**config.mk**
```make
export PLATFORM = sky130hd
export DESIGN_NAME = segment_scheduler
export DESIGN_NICKNAME = d
export VERILOG_FILES = /design/src/rtl/segment_scheduler_pkg.sv /design/src/rtl/segment_scheduler_valid_delay_line.sv /design/src/rtl/segment_scheduler.sv
export SDC_FILE = /design/constraint.sdc
export NUM_CORES = 1
export LEC_CHECK = 0
export ABC_AREA = 1
export BUFFER_PORTS_ARGS = -buffer_cell sky130_fd_sc_hd__buf_4
export CELL_PAD_IN_SITES_DETAIL_PLACEMENT = 0
export CELL_PAD_IN_SITES_GLOBAL_PLACEMENT = 1
export CORE_MARGIN = 2
export CORE_UTILIZATION = 45
export CTS_CLUSTER_SIZE = 20
export DETAILED_ROUTE_END_ITERATION = 12
export GPL_TIMING_DRIVEN = 0
export PLACE_DENSITY_LB_ADDON = 0.1
export SETUP_SLACK_MARGIN = 0.02
export SYNTH_ARGS = -nofsm -noshare
export SYNTH_HDL_FRONTEND = slang
export SYNTH_SLANG_ARGS = --single-unit
```
**constraint.sdc**
```tcl
create_clock -name clk -period 4.3 [get_ports clk]
set_input_delay 0.43 -clock clk [delete_from_list [all_inputs] [get_ports clk]]
set_output_delay 0.43 -clock clk [all_outputs]
set_load 0.005 [all_outputs]
```
**src/rtl/segment_scheduler_pkg.sv**
```systemverilog
// Shared state encodings and default widths for the segment scheduler.
package segment_scheduler_pkg;

    localparam int DUR_W_DEF = 16;
    localparam int CNT_W_DEF = 8;

    typedef enum logic [1:0] {
        IDLE  = 2'd0,
        SWAP  = 2'd1,
        RUN   = 2'd2,
        DRAIN = 2'd3
    } sched_state_t;

endpackage

```
**src/rtl/segment_scheduler_valid_delay_line.sv**
```systemverilog
// Sample-valid delay line: aligns the FIFO write strobe with the oscillator
// pipeline. A sample entering in cycle k leaves in cycle k+STAGES.
module valid_delay_line #(
    parameter int STAGES = 4
) (
    input  logic clk,
    input  logic reset,
    input  logic flush,
    input  logic din,
    output logic dout
);

    logic [STAGES:1] vld_pipe;

    // Shift toward the output; flush empties every stage including the new input.
    always_ff @(posedge clk or posedge reset) begin
        if (reset) begin
            vld_pipe <= '0;
        end else if (flush) begin
            vld_pipe <= '0;
        end else begin
            vld_pipe[1] <= din;
            for (int i = 2; i <= STAGES; i++) vld_pipe[i] <= vld_pipe[i-1];
        end
    end

    assign dout = vld_pipe[STAGES];

endmodule

```
**src/rtl/segment_scheduler.sv**
```systemverilog
// Segment playback sequencer for the oscillator bank: swaps the shadow bank
// into the active bank, counts segment samples, stalls on FIFO full and
// drives the pipeline-aligned FIFO write strobe.
module segment_scheduler
    import segment_scheduler_pkg::*;
#(
    parameter int DUR_W    = DUR_W_DEF,
    parameter int CNT_W    = CNT_W_DEF,
    parameter int PIPE_LAT = 4
) (
    input  logic             clk,
    input  logic             reset,
    input  logic             start,
    input  logic             abort,
    input  logic             load_done,
    input  logic [DUR_W-1:0] duration_in,
    input  logic             loop_mode,
    input  logic             fifo_full,
    output logic             swap,
    output logic             sample_en,
    output logic             fifo_wr_en,
    output logic             seg_done,
    output logic             finished,
    output logic             busy,
    output logic [1:0]       state_o,
    output logic [CNT_W-1:0] seg_count
);

    localparam int DW = (PIPE_LAT < 2) ? 1 : $clog2(PIPE_LAT);

    sched_state_t     state, state_d;
    logic             shadow_valid, shadow_valid_d;
    logic [DUR_W-1:0] pending_dur, pending_dur_d;
    logic [DUR_W-1:0] remaining, remaining_d;
    logic [DUR_W-1:0] active_dur, active_dur_d;
    logic [CNT_W-1:0] seg_count_d;
    logic [DW-1:0]    drain_cnt, drain_cnt_d;
    logic             seg_done_d, finished_d, flush;

    assign swap      = (state == SWAP);
    assign sample_en = (state == RUN) && !fifo_full;
    assign busy      = (state != IDLE);
    assign state_o   = state;

    // State and bookkeeping registers.
    always_ff @(posedge clk or posedge reset) begin
        if (reset) begin
            state        <= IDLE;
            shadow_valid <= 1'b0;
            pending_dur  <= '0;
            remaining    <= '0;
            active_dur   <= '0;
            seg_count    <= '0;
            drain_cnt    <= '0;
            seg_done     <= 1'b0;
            finished     <= 1'b0;
        end else begin
            state        <= state_d;
            shadow_valid <= shadow_valid_d;
            pending_dur  <= pending_dur_d;
            remaining    <= remaining_d;
            active_dur   <= active_dur_d;
            seg_count    <= seg_count_d;
            drain_cnt    <= drain_cnt_d;
            seg_done     <= seg_done_d;
            finished     <= finished_d;
        end
    end

    // Next-state logic, segment end rule, load capture and abort override.
    always_comb begin
        state_d        = state;
        shadow_valid_d = shadow_valid;
        pending_dur_d  = pending_dur;
        remaining_d    = remaining;
        active_dur_d   = active_dur;
        seg_count_d    = seg_count;
        drain_cnt_d    = drain_cnt;
        seg_done_d     = 1'b0;
        finished_d     = 1'b0;
        flush          = 1'b0;

        case (state)
            IDLE: begin
                if (start && shadow_valid) begin
                    seg_count_d = '0;
                    state_d     = SWAP;
                end
            end
            SWAP: begin
                shadow_valid_d = 1'b0;
                remaining_d    = pending_dur;
                active_dur_d   = pending_dur;
                seg_count_d    = seg_count + CNT_W'(1);
                if (pending_dur == '0) begin
                    // Empty segment ends at once. Only a load arriving now can
                    // chain; looping an empty segment would spin without samples.
                    seg_done_d = 1'b1;
                    if (load_done) begin
                        state_d = SWAP;
                    end else begin
                        state_d     = DRAIN;
                        drain_cnt_d = DW'(PIPE_LAT - 1);
                    end
                end else begin
                    state_d = RUN;
                end
            end
            RUN: begin
                if (sample_en) begin
                    remaining_d = remaining - DUR_W'(1);
                    if (remaining == DUR_W'(1)) begin
                        seg_done_d = 1'b1;
                        if (shadow_valid) begin
                            state_d = SWAP;
                        end else if (loop_mode) begin
                            remaining_d = active_dur;
                            seg_count_d = seg_count + CNT_W'(1);
                        end else begin
                            state_d     = DRAIN;
                            drain_cnt_d = DW'(PIPE_LAT - 1);
                        end
                    end
                end
            end
            DRAIN: begin
                if (drain_cnt == '0) begin
                    state_d    = IDLE;
                    finished_d = 1'b1;
                end else begin
                    drain_cnt_d = drain_cnt - DW'(1);
                end
            end
            default: state_d = IDLE;
        endcase

        // A new load always wins, including over the SWAP consumption above.
        if (load_done) begin
            shadow_valid_d = 1'b1;
            pending_dur_d  = duration_in;
        end

        // Abort stops everything but keeps the shadow bank and segment count.
        if (abort) begin
            state_d        = IDLE;
            seg_done_d     = 1'b0;
            finished_d     = 1'b0;
            flush          = 1'b1;
            seg_count_d    = seg_count;
            shadow_valid_d = shadow_valid | load_done;
        end
    end

    valid_delay_line #(.STAGES(PIPE_LAT)) u_vdl (
        .clk   (clk),
        .reset (reset),
        .flush (flush),
        .din   (sample_en),
        .dout  (fifo_wr_en)
    );

endmodule
```
---- Word-level counts from Yosys, hierarchy flattened ----
Cells that the tools add are included.
storage, ports and cells
  output and inout port bits .............. 16
  logic and storage cells ................. 89
  input bits .............................. 23
  flip-flop bits (word level) ............. 67
operators by class
  reduce and logical (&&, ||, !) cells .... 15
  multiplexer cells ....................... 41
  bitwise logic cells ..................... 2
  equal/unequal tests ..................... 18
  add/sub/neg operators ................... 3
operator list
  kind                                                   count
  2-to-1 mux 16 bit                                      4
  2-to-1 mux 8 bit                                       5
  case mux 16 bit (2 select lines)                       1
  2-to-1 mux 2 bit                                       15
  case mux 8 bit (3 select lines)                        1
  == test 16 x 1 -> 1 bit, second input constant         1
  zero test 16 bit                                       1
  subtractor 16 x 1 -> 16 bit, second input constant     1
  inequality test 2 bit, second input constant           6
  2-to-1 mux 1 bit                                       11
  nonzero test 3 bit                                     3
  adder 8 x 1 -> 8 bit, second input constant            1
  case mux 2 bit (4 select lines)                        1
  AND reduction 8 bit                                    1
  AND reduction 7 bit                                    1
  inequality test 2 x 1 -> 1 bit, second input constant  3
  inequality test 3 x 2 -> 1 bit, second input constant  2
  inequality test 3 bit, second input constant           2
  case mux 2 bit (3 select lines)                        1
  AND reduction 5 bit                                    1
  == test 2 bit, second input constant                   2
  zero test 2 bit                                        2
  2-to-1 mux 4 bit                                       1
  inequality test 4 bit, second input constant           1
  9 further kinds                                        11

---- Depth between registers and ports, before layout ----
  depth in word-level cells ............... 6
  mapped depth ............................ 14
  depth with buffers taken out ............ 13

---- By module ----
From an unflattened synthesis, not the netlist that was laid out.
unflattened totals
  cell total of the unflattened synthesis .. 457
  area, all modules ....................... 3583.4 um^2
by module, submodules not included
  module             cells an instance  instances  sequential area each (um^2)  area each (um^2)
  segment_scheduler  444                1          1576.5                       3449.6
  valid_delay_line   13                 1          100.1                        133.9

---- Worst setup path after synthesis ----
No wires, ideal clock.
  path type ............................... reg-to-reg
  start ................................... register state[0] (netlist: state_o[0])
  end ..................................... register remaining[0]
  path slack .............................. 2.609 ns
  period minus slack after synthesis ...... 1.691 ns
  arrival ................................. 1.568 ns
  path buffers ............................ 1
  data required time ...................... 4.178 ns
  library setup time ...................... 0.122 ns
  stages on the path, launching flop included .. 11
  cell sequence ........................... dfrtp_1 inv_1 ha_1 inv_2 nor2_4 inv_2 o21ai_2 inv_2 buf_2 a21oi_1 a21oi_1
on the way
  longest elaborated chain between the ends .. 4
  elaborated cells on any way between the ends .. 7
  those cells by class .................... eq/ne (3); mux (1); reduce/logical (3)
RTL lines
  item                                             RTL line                 RTL
  start: declaration                               segment_scheduler.sv:31  sched_state_t state, state_d;
  start signal: assignment                         segment_scheduler.sv:58  state <= state_d;
  == test 2 bit                                    segment_scheduler.sv:41  assign sample_en = (state == RUN) && !fifo_full;
  logical AND 1 bit                                segment_scheduler.sv:41
  via sample_en                                    segment_scheduler.sv:20  output logic sample_en,
  inequality test 2 x 1 -> 1 bit (no source line)  n/a
  AND reduction 2 bit (no source line)             n/a
  end signal: assignment                           segment_scheduler.sv:61  remaining <= remaining_d;
  end: declaration                                 segment_scheduler.sv:34  logic [DUR_W-1:0] remaining, remaining_d;
The timed path passes the listed nets, and every way through them passes these cells.
A chain may end at the register's enable or synchronous reset.

---- Final worst setup path ----
  start ................................... register state[0] (netlist: state_o[0])
  end ..................................... register remaining[1]
on the way
  longest elaborated chain between the ends .. 4
  elaborated cells on any way between the ends .. 7
  those cells by class .................... eq/ne (3); mux (1); reduce/logical (3)
RTL lines
  item                                             RTL line
  == test 2 bit                                    segment_scheduler.sv:41, segment_scheduler.sv:83
  logical AND 1 bit                                segment_scheduler.sv:41
  inequality test 2 x 1 -> 1 bit (no source line)  n/a
  AND reduction 2 bit (no source line)             n/a
Several ways; a longest one is shown, not always the timed one.

==> flow_summary.toml <==
[status]
outcome = "complete, no violations"

[power]
p_sw_frac = 0.4106
p_clk_frac = 0.238
p_int_w = 0.001507
vdd_drop_max_mv = 0.2337
leakage_nw = 2.125
power.switching_w = 0.001050
power.density_nw_per_um2 = 576.7
seqPwrFrac = 0.383
p_comb_frac = 0.379

[die]
row_count = 33
dieWidth_um = 95.76
core_sq_um = 8175
chipHeight_um = 95.76
dieArea_sq_um = 9169
num_io_pins = 39
start_util = 0.4634

[worst_setup_path]
crit_start = "state_o[0]"
cp_data_required_time_ns = 4.53
cp_common_cell = "inv_2"
arrival_ns = 2.43
critPathLaunchType = "flip-flop"
crit_path_end_kind = "flip-flop"
critical_path_class = "reg2reg"
path_cells = "inv_1, ha_1, inv_2, nor2_4, inv_2, o21ai_2, inv_2, buf_2, a21oi_1, a21oi_1"
critPathMaxFanout = 10
critPathMaxStageDelay_ns = 0.45
slowest_stage = "dfrtp_1"
timing.rr.start = "state_o[0]"

[timing]
rsz0062_at_grt = "no"
fin_skew_ns = 0.008455
fmax_ghz = 0.4535
setup-tns-final_ns = 0
finalCriticalPeriod_ns = 2.205
drv_slew = 0
setup_viol_count_final = 0
slew_headroom = 0.4436
fin_crit_sh = 0.5128
timing.final.ws_setup_ns = 2.095
final_hold_viol_count = 0
tightest_slew_ns = 0.8346

[clock_tree]
cts_resized = 0
worstSkewPairLatency_ns = 0.35
htree_levels = 3
cts_tree = "yes"
hold_buffers = 0
cts_setup_buffers = 0
clock-sinks = 67
numCtsBuffers = 9
clkSlewWorstSetupHoldPaths_ns = 0.08
cts-root-buf = "clkbuf_8"
clockBufferDepth = 2

[yosys]
synth_edf_count = 0
ys.flop_type = "dfrtp_1"
syn_nets = 534
ys_seq_area_frac = 0.4425
synth.avg_cell_area_sq_um = 7.547
synth_seq_cells = 67
postSynthCellCount = 502
async_reset_ff_frac = 1.000
yosysWarnings = 0
synth.distinct_cells = 33
synth_area_sq_um = 3789

[drt]
first_iter_violations = 276
drc = 0
ant_nets = 0
viasPerCell = 5.041
drt_first_pass_iters = 5
via_count = 3332
wl_per_cell_um = 14.20
wirelength_mm = 9.386

[finish]
final_cell_mix = "nand2_1, dfrtp_1, inv_1"
antenna_cells = 0
nNetsFinal = 583
layout-drive-gt1-share = 0.1511
mostFrequentLayoutCell = "nand2_1"
syn_to_final_growth_pct = 17.04
fin_cells = 661

[place]
place.gp.congestion = 0.8850
dp.cells = 645
dp_slack_ns = 2.152
dp_hpwl_mm = 6.933
port_buffers = 38

[global_routing]
grtUsageTotal = 0.2255
antenna_found_initial = 0
grt_pass1_vias = 3181
overflow = 0
grt_max_degree = 68
grt_pass1_wl_mm = 15.70

[job]
max_cap_viol_count = 0

[min_path]
hold_class = "in2async"
==> kinds of logic (layout without fill, tap and decap cells) <==
| kind of cell | count (synthesis) | count (layout) | synth area share |
|---|---|---|---|
| flip-flops | 67 | 67 | 0.4425 |
| adder cells (fa/ha/maj) | 9 | 9 | 0.02972 |
| buffers and inverters | 83 | 137 | 0.08653 |
| AO/OA/AOI/OAI | 86 | 86 | 0.1225 |
| AND/OR/NAND/NOR | 247 | 247 | 0.2956 |
| XOR/XNOR | 10 | 10 | 0.02312 |
==> worst max-delay path: cells and delay by family, from the launching register on <==
kind / cells / cell delay, ns
and+or+nand+nor: 1 / 0.13
adders and majority gates: 1 / 0.25
AOI/OAI and AO/OA: 3 / 0.58
DFF: 1 / 0.45
buffers and inverters: 5 / 0.67
==> per-stage QoR <==
| stage | instance area [sq um] | util | total power (W) | hold slack, ns |
|---|---|---|---|---|
| 6_report | 4434 | 0.5424 | 0.002557 | 0.2511 |
| 5_1_grt | 4434 | 0.5424 | 0.002777 | 0.2796 |
| 4_1_cts | 4434 | 0.5424 | 0.002570 | 0.2735 |
| 3_5_place_dp | 4208 | 0.5147 | 0.001956 | 0.4537 |
| 3_3_place_gp | 4205 | 0.5144 | 0.001935 | 0.4386 |
| 2_1_floorplan | 3789 | - | 0.001655 | 0.4340 |
==> area by class of cell <==
| type | instances | area, sq um |
|---|---|---|
| repair buffers | 38 | 285.3 |
| well taps | 105 | 131.4 |
| clock inverters | 6 | 88.84 |
| inverters | 66 | 255.2 |
| plain buffers | 17 | 75.07 |
| clock buffers | 10 | 137.6 |
| fillers | 810 | 3741 |
| flip-flops and latches | 67 | 1677 |
| multi-input cells | 352 | 1784 |
==> cells in the mapped netlist, types with 2 or more instances <==
cell / n / area (sq um)
nand4_1: 10 / 62.56
clkbuf_1: 10 / 37.54
o2111a_1: 2 / 22.52
nand2_1: 119 / 446.7
inv_2: 3 / 11.26
ha_1: 9 / 112.6
o21ai_0: 41 / 205.2
nand2_4: 2 / 22.52
nand3_1: 51 / 255.2
nand3b_1: 2 / 15.01
dfrtp_1: 67 / 1677
nand2_2: 2 / 12.51
xor2_1: 6 / 52.55
a21oi_1: 33 / 165.2
inv_1: 62 / 232.7
o21ai_1: 6 / 30.03
buf_2: 6 / 30.03
xnor2_1: 4 / 35.03
nor2_2: 5 / 31.28
nor2_1: 46 / 172.7
nor2_4: 4 / 45.04
==> per-layer routing <==
metal  up-vias  part of all wire  global-route usage
li1       1716                 -                   -
met1      1525              0.51              0.3439
met2        81              0.43              0.3293
met3        10             0.046             0.03759
met4         0             0.013             0.06429
met5         -                 0                   0
==> power by group through the flow <==
stage | Clock, W | Sequential (W) | Combinational (W)
CTS | 0.000621 | 0.000977 | 0.000972
floorplan | 0 | 0.000949 | 0.000706
global route | 0.000647 | 0.00101 | 0.00112
detailed placement | 0 | 0.000990 | 0.000966
global placement | 0 | 0.000986 | 0.000948
finish | 0.000608 | 0.000979 | 0.000970
==> flip-flops by register name, summed over array words and instances (netlist names) <==
register,cells
active_dur,16
pending_dur,16
remaining,16
seg_count,8
u_vdl.vld_pipe,4
drain_cnt,2
state_o,2
finished,1
seg_done,1
shadow_valid,1
==> worst paths after layout <==
path                       cells after the start           endpoint  slack (ns)
min in group clk                               3     pending_dur[9]        0.29
min                                            2       seg_count[7]        0.25
max                                           10       remaining[1]        2.09
max reg2reg                                   10       remaining[1]        2.09
min reg2reg                                    2  u_vdl.vld_pipe[2]        0.47
max in group asynchronous                      2    pending_dur[13]        3.51
Power figures use the tool's default switching activity.
